`src/rtl/stopwatch_btn_ctrl.sv`:
```
// rtl/stopwatch_btn_ctrl.sv - button synchronizer/debouncer, long-press detect and stopwatch control FSM
module stopwatch_btn_ctrl #(
    parameter int DB_CYCLES   = 2500000,
    parameter int LONG_CYCLES = 125000000
) (
    input  logic       clk,
    input  logic       rst,
    input  logic       btn_start,
    input  logic       btn_lap,
    output logic       run,
    output logic       clear_pulse,
    output logic       lap_pulse,
    output logic       lap_hold,
    output logic [1:0] state
);

    localparam int DBW = (DB_CYCLES > 2) ? $clog2(DB_CYCLES) : 1;
    localparam int LGW = $clog2(LONG_CYCLES);
    localparam logic [DBW-1:0] DB_MAX   = DBW'(DB_CYCLES - 1);
    localparam logic [LGW-1:0] LONG_MAX = LGW'(LONG_CYCLES - 1);

    typedef enum logic [1:0] {
        IDLE  = 2'b00,
        RUN   = 2'b01,
        PAUSE = 2'b10,
        LAP   = 2'b11
    } state_t;

    // Bit 0 is the start button, bit 1 the lap button.
    logic [1:0]     sync1, sync2, db, db_q;
    logic [DBW-1:0] db_cnt [2];
    logic [LGW-1:0] long_cnt;
    logic           long_done;
    logic           start_ev, lap_ev, long_ev;

    state_t cur, nxt;
    logic   clr_nxt, lap_nxt;

    always_ff @(posedge clk or negedge rst) begin
        if (!rst) begin
            sync1     <= '0;
            sync2     <= '0;
            db        <= '0;
            db_q      <= '0;
            db_cnt[0] <= '0;
            db_cnt[1] <= '0;
        end else begin
            sync1 <= {btn_lap, btn_start};
            sync2 <= sync1;
            db_q  <= db;
            for (int i = 0; i < 2; i++) begin
                if (sync2[i] == db[i]) begin
                    db_cnt[i] <= '0;
                end else if (db_cnt[i] == DB_MAX) begin
                    db[i]     <= sync2[i];
                    db_cnt[i] <= '0;
                end else begin
                    db_cnt[i] <= db_cnt[i] + 1'b1;
                end
            end
        end
    end

    assign start_ev = db[0] & ~db_q[0];
    assign lap_ev   = db[1] & ~db_q[1];
    assign long_ev  = db[0] & (long_cnt == LONG_MAX) & ~long_done;

    // Counter saturates at its terminal value; long_done blocks repeats until release.
    always_ff @(posedge clk or negedge rst) begin
        if (!rst) begin
            long_cnt  <= '0;
            long_done <= 1'b0;
        end else if (!db[0]) begin
            long_cnt  <= '0;
            long_done <= 1'b0;
        end else begin
            if (long_cnt != LONG_MAX)
                long_cnt <= long_cnt + 1'b1;
            if (long_ev)
                long_done <= 1'b1;
        end
    end

    always_comb begin
        nxt     = cur;
        clr_nxt = 1'b0;
        lap_nxt = 1'b0;
        if (long_ev) begin
            nxt     = IDLE;
            clr_nxt = 1'b1;
        end else if (start_ev) begin
            case (cur)
                IDLE:    nxt = RUN;
                RUN:     nxt = PAUSE;
                LAP:     nxt = PAUSE;
                default: nxt = RUN;
            endcase
        end else if (lap_ev) begin
            case (cur)
                RUN: begin
                    nxt     = LAP;
                    lap_nxt = 1'b1;
                end
                LAP:   nxt = RUN;
                PAUSE: begin
                    nxt     = IDLE;
                    clr_nxt = 1'b1;
                end
                default: nxt = IDLE;
            endcase
        end
    end

    always_ff @(posedge clk or negedge rst) begin
        if (!rst) begin
            cur         <= IDLE;
            run         <= 1'b0;
            lap_hold    <= 1'b0;
            clear_pulse <= 1'b0;
            lap_pulse   <= 1'b0;
        end else begin
            cur         <= nxt;
            run         <= (nxt == RUN) || (nxt == LAP);
            lap_hold    <= (nxt == LAP);
            clear_pulse <= clr_nxt;
            lap_pulse   <= lap_nxt;
        end
    end

    assign state = cur;

endmodule

```
`config.mk`:
```
export PLATFORM = sky130hd
export DESIGN_NAME = stopwatch_btn_ctrl
export DESIGN_NICKNAME = d
export VERILOG_FILES = /design/src/rtl/stopwatch_btn_ctrl.sv
export SDC_FILE = /design/constraint.sdc
export NUM_CORES = 1
export LEC_CHECK = 0
export ABC_AREA = 1
export CORE_UTILIZATION = 50
export CTS_CLUSTER_DIAMETER = 80
export DETAILED_ROUTE_END_ITERATION = 10
export GPL_TIMING_DRIVEN = 0
export PLACE_DENSITY = 0.67
export SLEW_MARGIN = 20
export SYNTH_ARGS = -nofsm -noshare
export SYNTH_HDL_FRONTEND = slang
export SYNTH_SLANG_ARGS = --single-unit
```
`constraint.sdc`:
```
create_clock -name clk -period 3.85 [get_ports clk]
set_clock_uncertainty 0.05 [all_clocks]
set_input_delay 0.385 -clock clk [delete_from_list [all_inputs] [get_ports clk]]
set_output_delay 0.385 -clock clk [all_outputs]
set_load 0.02 [all_outputs]
```
==> summary.txt <==
Run status
  • Status: finished with violations
  • Failing checks: design-rule violations

Placement
  • GPL Wtd Cong: 0.9304
  • I/O Buffers: 9
  • Placed Cells: 758
  • Hpwl dp: 7677 um

Timing
  • Max Slew Vio Count: 0
  • Least-Margin Pin Slew: 0.5647 ns
  • Fmax: 0.5141 GHz
  • Crit share post-route: 50.53%
  • Final Hold Viols: 0
  • Minimum clock period: 1.945 ns
  • Final Setup Violations: 0
  • RSZ-0062 raised after global routing: no
  • Slew margin rel.: 62.36%
  • Setup TNS: 0 ns

Logic synthesis
  • Most common flop cell mapped by yosys: dfrtp_1
  • Library cells used by synthesis: 39
  • EDFF count, synth: 0
  • Share of the synthesized area in the top cell type: 44.94%
  • Area contributors post-synth: dfrtp_1, nor2_1, nand2_1
  • Synth top cells by count: nor2_1, nand2_1, dfrtp_1
  • Register area share after synthesis: 44.94%
  • Syn Inst Count: 637
  • Syn_area_per_cell: 7.431 um^2
  • Top-count cell post-synth: nor2_1
  • Post-Syn Area: 4733 um^2
  • Syn nets: 644
  • YS warnings: 0
  • Cell accounting for the most synthesized area: dfrtp_1
  • Post-synthesis register bit count: 85
  • Async S/R FF share, synth: 100.0%

Worst setup path
  • Worst path bufs/invs: 2
  • Worst Path Required: 3.41 ns
  • Cell family with most CP delay: buffers and inverters
  • Arr. time, crit path: 1.51 ns
  • Worst Setup End Kind: output pin
  • Worst path max stage delay: 0.59 ns
  • Worst-path fanout max: 6
  • CP max-delay cell: clkdlybuf4s50_1
  • Critical Path, Cell by Cell: buf_4 -> clkdlybuf4s50_1
  • WS Path Type: flip-flop to output pin
  • CP Launch Type: flip-flop

Die
  • Area of the die: 9860 um^2
  • Num ports: 10
  • Row count: 35
  • Die height: 99.30 um
  • Initial Util: 51.47%
  • Die W: 99.30 um
  • Core area: 9196 um^2

Drt
  • Antenna-violating nets left: 0
  • Vias: 4025
  • Drt pass-1 iters: 8
  • Remaining DRCs: 2
  • Wirelength per Cell: 13.29 um
  • Vias per cell: 5.194
  • DR iter-0 viols: 161
  • Drt total wl: 10300 um

CTS
  • Buffer levels on the longest clock path: 2
  • Clock sink count: 85
  • CTS buffer count: 9
  • Clock Root Buffer: clkbuf_8
  • PostCTS Resize Cnt: 0
  • Worst-Skew Late Latency: 0.36 ns
  • Clk slew on worst S/H paths: 0.09 ns
  • H-tree depth: 3
  • CTS tree: built

GRT
  • Antenna violations before repair: 0
  • Largest net degree at the start of global routing: 56
  • First-pass GRT wire length: 17960 um
  • GRT Util Overall: 23.10%
  • Vias in the first global route: 3963
  • Grt ovf: 0

Cells and area
  • Antenna fix cells: 0
  • Share of layout cells above drive strength 1: 11.30%
  • Final core occ: 56.45%
  • Syn-to-layout area delta: 9.675%
  • Final #Nets: 666
  • Final std cells w/o fill: 775

Power
  • PwrDens: 302.7 nW/um^2
  • Leak: 2.085 nW
  • Total Power: 1.571 mW
  • Peak VDD IR: 0.1602 mV

Worst hold path
  • Worst Hold Class: flip-flop to flip-flop

Flow run
  • Max-Cap Viols: 0
-- layer usage --
layer	share of wire [%]	wire length (um)	global-route usage, %	vias up
li1	-	-	-	2029
met1	47	4860	30.94	1897
met2	47	4881	37.34	87
met3	4.1	424	4.638	12
met4	1.3	132	8.371	0
met5	0	0	0	-
-- cell usage in the layout, fill, tap and decap left out, drive strengths merged, types with 2 or more instances in the layout --
| cell | synthesis | final |
|---|---|---|
| and3 | 2 | 2 |
| xnor2 | 6 | 6 |
| nand3 | 34 | 34 |
| a211oi | 2 | 2 |
| ha | 3 | 3 |
| clkinv | 0 | 3 |
| xor2 | 19 | 19 |
| a21oi | 15 | 15 |
| clkdlybuf4s50 | 0 | 8 |
| nor3b | 3 | 3 |
| o21ai | 8 | 8 |
| nand3b | 3 | 3 |
| nand4 | 10 | 10 |
| nor2 | 181 | 181 |
| clkbuf | 1 | 12 |
| nor3 | 15 | 15 |
| dfrtp | 85 | 85 |
| a21o | 2 | 2 |
| o21a | 2 | 2 |
| nand2 | 167 | 167 |
| o21bai | 2 | 2 |
| or2 | 4 | 4 |
| inv | 65 | 66 |
| buf | 5 | 7 |
-- final cells by class --
type	instances	area [um^2]
clock inverter	5	42.54
buffer	6	38.79
fill	862	4005
clock buffer	11	151.4
inverter	65	244.0
sequential	85	2127
tap	111	138.9
timing repair buffer	11	125.1
multi-input combinational	481	2323
-- flip-flops by register name, summed over array words and instances, names as in the netlist --
signal       count
sync2            2
sync1            2
long_cnt        27
long_done        1
db_q             2
state            2
clear_pulse      1
lap_pulse        1
db_cnt          44
db               2
lap_hold         1
-- metrics by stage --
stage,setup WS [ns],hold slack [ns],cell area (um^2)
after CTS,1.880,0.3155,5191
after global placement,-0.7753,0.3024,4962
final,1.905,0.3105,5191
after global routing,1.836,0.3200,5191
after detailed placement,2.071,0.2955,4987
after floorplan,2.405,0.03941,4733
-- path summary, 6_finish.rpt --
kind | end | slack (ns) | from | cells past startpoint
min in group asynchronous | db_cnt[6]$_DFF_PN0_ | 0.45 | rst | 2
max in group asynchronous | long_cnt[18]$_DFFE_PN0P_ | 2.68 | rst | 3
worst max register to register | db_cnt[14]$_DFF_PN0_ | 2.07 | db_cnt[0]$_DFF_PN0_ | 9
worst min register to register | sync2[1]$_DFF_PN0_ | 0.31 | sync1[1]$_DFF_PN0_ | 0
worst min-delay path | sync2[1]$_DFF_PN0_ | 0.31 | sync1[1]$_DFF_PN0_ | 0
worst max-delay path | state[0] | 1.90 | state[0]$_DFF_PN0_ | 2
-- timing repair --
| action | in CTS | in global routing |
|---|---|---|
| buffers inserted | 0 | 0 |
| hold buffers | 1 | 0 |
| endpoints found under the hold margin | 30 | 0 |
-- power by group --
group | total, mW | switching, mW | internal [mW]
Combinational | 0.0482 | 0.0340 | 0.0142
Clock | 0.618 | 0.343 | 0.276
Sequential | 0.905 | 0.00584 | 0.899
-- logic make-up (layout without fill, tap and decap cells) --
group / Yosys count / in the layout / synth area share [%]
flip-flops: 85 / 85 / 44.94
AND/OR/NAND/NOR: 419 / 419 / 39.23
adder cells (fa/ha/maj): 3 / 3 / 0.7931
buffers and inverters: 71 / 98 / 5.974
AO/OA/AOI/OAI: 34 / 34 / 4.282
XOR/XNOR: 25 / 25 / 4.785
No activity file was read; power rests on OpenSTA's default activity.
